--- src/rtl/fetch_ctrl.sv ---
// fetch_ctrl: instruction fetch front end. Issues one outstanding request
// at a time to instruction memory and buffers returned words in a 2-entry
// FIFO that feeds decode. A taken redirect from execute flushes the buffer.
// A request that is still in flight when the redirect arrives is allowed to
// complete, and its data is then dropped.
module fetch_ctrl #(
  parameter int                WIDTH    = 32,
  parameter logic [WIDTH-1:0]  RESET_PC = 32'h0000_0000
) (
  input  logic             clk,
  input  logic             rst,
  input  logic             PCSrcE,
  input  logic [WIDTH-1:0] PCTargetE,
  input  logic             StallD,
  input  logic             imem_ack,
  input  logic [WIDTH-1:0] imem_rdata,
  output logic             imem_req,
  output logic [WIDTH-1:0] imem_addr,
  output logic             ValidD,
  output logic [WIDTH-1:0] InstrD,
  output logic [WIDTH-1:0] PCD,
  output logic [WIDTH-1:0] PCPlus4D
);

  localparam logic [1:0] ST_IDLE    = 2'd0;
  localparam logic [1:0] ST_WAIT    = 2'd1;
  localparam logic [1:0] ST_DISCARD = 2'd2;

  // Next sequential fetch address; the adder wraps modulo 2^WIDTH.
  function automatic logic [WIDTH-1:0] pc_inc(input logic [WIDTH-1:0] pc);
    return pc + WIDTH'(4);
  endfunction

  // Redirect targets are forced onto a word boundary.
  function automatic logic [WIDTH-1:0] pc_align(input logic [WIDTH-1:0] pc);
    return {pc[WIDTH-1:2], 2'b00};
  endfunction

  // Fetch stage (p0): FSM, fetch PC, outstanding request.
  logic [1:0]       state_p0, state_d;
  logic [WIDTH-1:0] fpc_p0, fpc_d;
  logic [WIDTH-1:0] addr_p0, addr_d;
  logic             req_p0;

  // Buffer stage (p1): 2-entry FIFO of {instr, pc}.
  logic [WIDTH-1:0] instr_p1 [2];
  logic [WIDTH-1:0] pc_p1    [2];
  logic             rd_ptr_p1, wr_ptr_p1;
  logic [1:0]       count_p1;
  logic             vld_p1;

  logic             pop;
  logic             push;
  logic [1:0]       count_after_pop;
  logic [1:0]       count_next;
  logic [WIDTH-1:0] target;

  // A redirect overrides any push or pop in the same cycle.
  always_comb begin
    pop             = vld_p1 & ~StallD & ~PCSrcE;
    push            = (state_p0 == ST_WAIT) & imem_ack & ~PCSrcE;
    count_after_pop = count_p1 - {1'b0, pop};
    count_next      = count_after_pop + {1'b0, push};
    target          = pc_align(PCTargetE);
  end

  // Next-state logic. A request is only issued when a slot is guaranteed
  // free for its data, so the FIFO can never be pushed while full.
  always_comb begin
    state_d = state_p0;
    fpc_d   = fpc_p0;
    addr_d  = addr_p0;
    case (state_p0)
      ST_IDLE: begin
        if (PCSrcE) begin
          state_d = ST_WAIT;
          fpc_d   = target;
          addr_d  = target;
        end else if (count_after_pop < 2'd2) begin
          state_d = ST_WAIT;
          addr_d  = fpc_p0;
        end
      end
      ST_WAIT: begin
        if (PCSrcE) begin
          fpc_d = target;
          if (imem_ack) begin
            addr_d = target;
          end else begin
            // Stale request stays on the bus until memory answers it.
            state_d = ST_DISCARD;
          end
        end else if (imem_ack) begin
          fpc_d = pc_inc(addr_p0);
          if (count_next < 2'd2) begin
            addr_d = pc_inc(addr_p0);
          end else begin
            state_d = ST_IDLE;
          end
        end
      end
      ST_DISCARD: begin
        if (PCSrcE) begin
          fpc_d = target;
          if (imem_ack) begin
            state_d = ST_WAIT;
            addr_d  = target;
          end
        end else if (imem_ack) begin
          state_d = ST_WAIT;
          addr_d  = fpc_p0;
        end
      end
      default: begin
        state_d = ST_IDLE;
      end
    endcase
  end

  // Fetch stage registers; imem_req is its own flop so it cannot glitch.
  always_ff @(posedge clk or negedge rst) begin
    if (!rst) begin
      state_p0 <= ST_IDLE;
      fpc_p0   <= RESET_PC;
      addr_p0  <= RESET_PC;
      req_p0   <= 1'b0;
    end else begin
      state_p0 <= state_d;
      fpc_p0   <= fpc_d;
      addr_p0  <= addr_d;
      req_p0   <= (state_d != ST_IDLE);
    end
  end

  // Buffer stage control: occupancy, pointers and registered valid.
  always_ff @(posedge clk or negedge rst) begin
    if (!rst) begin
      rd_ptr_p1 <= 1'b0;
      wr_ptr_p1 <= 1'b0;
      count_p1  <= 2'd0;
      vld_p1    <= 1'b0;
    end else if (PCSrcE) begin
      rd_ptr_p1 <= wr_ptr_p1;
      count_p1  <= 2'd0;
      vld_p1    <= 1'b0;
    end else begin
      if (push) wr_ptr_p1 <= ~wr_ptr_p1;
      if (pop)  rd_ptr_p1 <= ~rd_ptr_p1;
      count_p1 <= count_next;
      vld_p1   <= (count_next != 2'd0);
    end
  end

  // Buffer storage; reset so the decode outputs start at defined values.
  always_ff @(posedge clk or negedge rst) begin
    if (!rst) begin
      for (int i = 0; i < 2; i++) begin
        instr_p1[i] <= '0;
        pc_p1[i]    <= RESET_PC;
      end
    end else if (push) begin
      instr_p1[wr_ptr_p1] <= imem_rdata;
      pc_p1[wr_ptr_p1]    <= addr_p0;
    end
  end

  assign imem_req  = req_p0;
  assign imem_addr = addr_p0;
  assign ValidD    = vld_p1;
  assign InstrD    = instr_p1[rd_ptr_p1];
  assign PCD       = pc_p1[rd_ptr_p1];
  assign PCPlus4D  = pc_inc(pc_p1[rd_ptr_p1]);

endmodule

--- config.mk ---
export PLATFORM = sky130hd
export DESIGN_NAME = fetch_ctrl
export DESIGN_NICKNAME = d
export VERILOG_FILES = /design/src/rtl/fetch_ctrl.sv
export SDC_FILE = /design/constraint.sdc
export NUM_CORES = 1
export LEC_CHECK = 0
export ABC_AREA = 1
export ABC_CLOCK_PERIOD_IN_PS = 2750
export CORE_UTILIZATION = 45
export DETAILED_ROUTE_END_ITERATION = 8
export GPL_TIMING_DRIVEN = 0
export PLACE_DENSITY = 0.72
export SYNTH_ARGS = -nofsm -noshare
export SYNTH_HDL_FRONTEND = slang
export SYNTH_SLANG_ARGS = --single-unit
--- constraint.sdc ---
create_clock -name clk -period 2.75 [get_ports clk]
set_input_delay 0.4125 -clock clk [delete_from_list [all_inputs] [get_ports clk]]
set_output_delay 0.4125 -clock clk [all_outputs]
set_load 0.005 [all_outputs]
## Word level (Yosys, flattened, before mapping)

Index checks and enable logic that the tools add are counted.

| storage, ports and cells | value |
|---|---|
| bits in registers | 200 |
| bits in latches | 0 |
| bits in writable memories | 0 |
| memory bits (read-only) | 0 |
| bits of input ports | 69 |
| memories kept | 0 |

| cells by class | value |
|---|---|
| add/subtract/negate cells | 4 |
| multipliers | 0 |
| divide/modulo/power cells | 0 |
| order comparisons | 5 |
| equality and inequality tests | 7 |
| shift operators | 0 |
| muxes and demuxes | 35 |
| bitwise gates (word level) | 10 |
| reduce and logical (&&, ||, !) cells | 11 |

Operators by type and width:

| cell | number |
|---|---|
| $mux 32 | 18 |
| $bwmux 64 | 2 |
| $pmux 32 s3 | 1 |
| $add 32x3->32 const B | 2 |
| $pmux 32 s2 | 1 |
| $demux 32 s1 | 1 |
| $mux 2 | 8 |
| $ne 3x3->1 const B | 3 |
| $reduce_bool 2->1 | 4 |
| $pmux 2 s3 | 1 |
| $reduce_and 5->1 | 1 |
| $and 1x1->1 | 4 |
| $ge 2x2->1 const B | 2 |
| $lt 2x2->1 const B | 2 |
| $not 1->1 | 4 |
| $not 1->2 | 2 |
| $mux 1 | 3 |
| $ne 3x2->1 const B | 1 |
| $reduce_and 3->1 | 1 |
| $reduce_bool 3->1 | 1 |
| $add 2x1->2 | 1 |
| $eq 2x1->1 const B | 1 |
| $eq 2x2->1 const B | 1 |
| $logic_not 2->1 | 1 |
| 6 further kinds | 6 |

## Logic depth before layout (Yosys ltp)

| depth | value |
|---|---|
| depth in word-level cells | 11 |
| gate-level depth with buffers | 15 |
| depth with buffers taken out | 14 |

## Least setup slack after synthesis

Ideal clock, no wire load.

| timing | value |
|---|---|
| kind | input-to-reg |
| start | input port PCSrcE |
| end | register addr_p0[14] (netlist: imem_addr[14]) |
| data arrival time | 2395 ps |
| data required time | 2627 ps |
| slack | 232 ps |
| stages on the path | 13 |
| cells stage by stage | buf_2 clkbuf_1 buf_2 nor2_1 ha_1 inv_1 ha_1 xor2_1 o21ai_2 buf_2 a21oi_1 o21ai_0 nand2_1 |

| between the ends | value |
|---|---|
| word-level cells in the longest chain between the ends | 7 |
| elaborated cells between the ends (all ways) | 16 |
| those cells by class | add/sub (2); order compare (2); eq/ne (4); mux (4); bitwise (3); reduce/logical (1) |

Ends and longest elaborated chain:

| item | line | text |
|---|---|---|
| from (decl) | 12 | `input logic PCSrcE,` |
| $not 1->1 (no source line) | n/a |  |
| $and 1x1->1 | 60 | `pop = vld_p1 & ~StallD & ~PCSrcE;` |
| $sub 2x1->2 | 62 | `count_after_pop = count_p1 - {1'b0, pop};` |
| $add 2x1->2 | 63 | `count_next = count_after_pop + {1'b0, push};` |
| $lt 2x2->1 | 95 | `if (count_next < 2'd2) begin` |
| $ne 3x2->1 (no source line) | n/a |  |
| $reduce_and 5->1 (no source line) | n/a |  |
| to (signal assigned) | 130 | `addr_p0 <= addr_d;` |
| to (decl) | 42 | `logic [WIDTH-1:0] addr_p0, addr_d;` |

Parallel ways exist; a longest one is shown, timed or not.
A chain may end at the register's enable or synchronous reset.

## Worst setup path after layout

| timing | value |
|---|---|
| start | register rd_ptr_p1 |
| end | output port PCPlus4D[28] |

| between the ends | value |
|---|---|
| word-level cells in the longest chain between the ends | 5 |

Ends and longest elaborated chain:

| item | line | text |
|---|---|---|
| from (decl) | 48 | `logic rd_ptr_p1, wr_ptr_p1;` |
| from (signal assigned) | 143 | `rd_ptr_p1 <= wr_ptr_p1;` |
| from (signal assigned) | 148 | `if (pop) rd_ptr_p1 <= ~rd_ptr_p1;` |
| $not 1->2 (not written as such) | 172 | `assign PCPlus4D = pc_inc(pc_p1[rd_ptr_p1]);` |
| $mux 32 (not written as such) (3 in series) | 172 |  |
| $add 32x3->32 | 31 | `return pc + WIDTH'(4);` |
| to (decl) | 22 | `output logic [WIDTH-1:0] PCPlus4D` |

No other way between the ends. The select of a mux whose other input is x is not followed.

==> qor.txt <==
Status -> complete, but fails checks
Failing checks -> negative setup slack
Post-Syn Instances -> 1652
Synth unique cells -> 47
Register Area -> 0.00500 mm^2
Root Buffer -> clkbuf_16
Worst R2R End -> imem_addr[13]
Lkg Pwr -> 0.00790 uW
Min-Delay Endpoint -> instr_p1[8]
Synth warn -> 0
Worst EP arrival -> 2560 ps
Fin crit share -> 108%
CP startpoint -> rd_ptr_p1
Hold Startpoint -> instr_p1[8]
Slew @ Worst Pin -> 724 ps
Seq/Total Area, Yosys -> 41.9%
Largest net degree at the start of global routing -> 124
Fin crit period -> 2970 ps
Fmax -> 0.336 GHz
Layout Skew -> 13.4 ps
Mapped Nets -> 1729
Synth top area cells -> dfrtp_1 42%, nand2_1 16%, o21ai_0 7.5%, inv_1 5.9%, nor2_1 4.3%
Share of post-route cells with drive strength above 1 -> 16.9%
PD cells -> 1260 mW/mm^2
Global-route wire length before repair -> 64700 um
Vias in the first global route -> 12100
CTS Buf Count -> 17
Via count -> 12500
Port bufs -> 194
Total negative slack -> -2640 ps
Slew HR -> 51.8%
N_diodes -> 0
Clock tree buffer depth -> 2
Peak VDD IR -> 719 uV
Top cells by count, synth -> 516 x nand2_1, 200 x dfrtp_1, 187 x inv_1, 180 x o21ai_0, 136 x nor2_1
Routed WL -> 41600 um
Initial antenna violation count -> 0
CTS Sinks -> 200
Ys flop type -> dfrtp_1
CTS clk-pin slew, worst paths -> 80 ps
DIE HEIGHT -> 165 um
Post-synth top area share -> 41.9%
Initial core utilization -> 45.8%
Clk_lat worst skew -> 450 ps
Ys async rst share -> 100%
DRT iter0 DRCs -> 1345
Setup violators final -> 21
Gr usage total -> 31.2%
Total global routing overflow -> 0
Hold WC Path Type -> flip-flop to flip-flop
FILL cells -> 2319
Detailed-route DRC error count -> 0
Worst R2R Start -> state_p0[1]
Die ar. -> 0.0272 mm^2
Placed cell count -> 2182
Core area -> 0.0261 mm^2
Post-detailed-route wirelength per cell -> 18.1 um
Drt first pass iters -> 6
H-tree levels -> 4
Mean Syn Cell Area -> 7.23 um^2
Setup CP Type -> flip-flop to output pin
EDFF count, synth -> 0
Die X -> 165 um
Via density -> 5.47
Final hold violations -> 0
I/O pins -> 199
Worst r2r path cells -> 14
Worst Path Required -> 2340 ps
DP Wirelength -> 29400 um
Nets -> 2021
Critical Path Source Type -> flip-flop
Post-DRT Antenna Nets -> 0
Crit-path max FO -> 7
CTS tree -> built
Routability cong. -> 0.978
Layout Cells excl Fill -> 2292
Rows -> 59
Reg2reg setup slack -> 110 ps
Area Overhead vs Synth -> 35.4%
RSZ-0062 raised after global routing -> yes
Max-cap violations -> 0
Hold Path Cell Cnt -> 2
Slew Viols, Final -> 0
Synthesized cell area -> 0.0119 mm^2
Setup ws final -> -222 ps
Critical Path End Type -> output pin
Count leader, synth -> nand2_1
Footprint of the multi-input gates -> 0.00629 mm^2
FF+latch count, synth -> 200
Area leader, netlist -> dfrtp_1
-- worst max-delay path by stage --
stage | end | slack [ps] | depth (start not counted)
4_1_cts | PCPlus4D[20] | -180 | 12
5_1_grt | PCPlus4D[19] | -320 | 12
3_5_place_dp | imem_addr[19] | -680 | 12
2_1_floorplan | imem_addr[14] | 230 | 13
3_3_place_gp | count_p1[1] | -7260 | 1
6_report | PCPlus4D[28] | -220 | 12
-- per-stage QoR --
step	worst slack [ps]	hold WS [ps]	power [uW]	utilization (%)	cell area, um^2
after floorplan	232	117	11300	-	11900
after global placement	-7260	460	16000	54.9	14300
after detailed placement	-678	461	16200	55.0	14300
after CTS	-181	489	19900	61.3	16000
after global routing	-320	499	21800	62.0	16200
final	-222	484	20300	62.0	16200
-- where the power goes --
group	internal [uW]	switching (uW)
Clock	1310	1440
Sequential	4350	1110
Combinational	5260	6840
Total	10900	9380
-- cell families after synthesis --
group / Yosys count / share of synthesized area (%)
XOR/XNOR: 29 / 2.13
flip-flops: 200 / 41.9
multiplexers: 34 / 3.21
buffers and inverters: 281 / 9.76
adder cells (fa/ha/maj): 8 / 0.838
AND/OR/NAND/NOR: 799 / 27.5
AO/OA/AOI/OAI: 301 / 14.7
-- state kept, by name, summed over array words and instances, names as in the netlist --
| register | flops |
|---|---|
| state_p0 | 2 |
| ValidD | 1 |
| rd_ptr_p1 | 1 |
| imem_req | 1 |
| count_p1 | 2 |
| fpc_p0 | 32 |
| pc_p1 | 64 |
| wr_ptr_p1 | 1 |
| instr_p1 | 64 |
| imem_addr | 32 |
-- per-layer routing --
layer / vias to the layer above / wire [um] / global-route usage [%]
met5: - / 0 / 0
met4: 0 / 991 / 11.0
met3: 79 / 2980 / 4.19
met2: 590 / 19800 / 51.7
met1: 6002 / 17800 / 41.5
li1: 5877 / - / -
-- critical path: stages, from the launching register on --
cell and delay [ps]:
dfrtp_1 390, buf_8 150, buf_16 150, o21ai_4 240
ha_4 210, nand2_4 60, nor2_4 110, nand2_4 90
buf_4 150, nor2_4 100, nand3_2 90, xnor2_1 200
buf_2 150
-- cells in the final DEF, fill, tap and decap left out, drive strengths merged, types with 5 or more instances in the layout --
cell type | netlist | routed
clkbuf | 43 | 61
o22ai | 9 | 9
dfrtp | 200 | 200
a31oi | 18 | 18
mux2 | 34 | 34
a21oi | 22 | 22
o21ai | 213 | 213
nand4 | 15 | 15
dlygate4sd2 | 0 | 30
xor2 | 25 | 25
nand3 | 97 | 97
buf | 41 | 148
clkinv | 1 | 5
o22a | 10 | 10
clkdlybuf4s50 | 0 | 133
nor2 | 151 | 151
nand2 | 521 | 521
ha | 8 | 8
inv | 196 | 207
nor3 | 10 | 10
a22oi | 17 | 17
-- layout make-up --
cell class,count,area share (%)
multi-input combinational,1171,38.9
sequential,200,31.0
timing repair buffer,274,15.6
clock buffer,17,2.63
clock inverter,15,1.46
inverter,197,4.59
tap,335,2.59
buffer,83,3.24
-- repair_timing --
| item | CTS | global route |
|---|---|---|
| setup buffers | 66 | 11 |
| pin swaps | 61 | 18 |
| endpoints found under the setup margin | 95 | 58 |
| resized for setup | 257 | 48 |
| gates cloned | 2 | 0 |
| endpoints found under the hold margin | 73 | 0 |
| hold buffers | 1 | 0 |
Note: power is estimated with default switching activity, not from simulation.
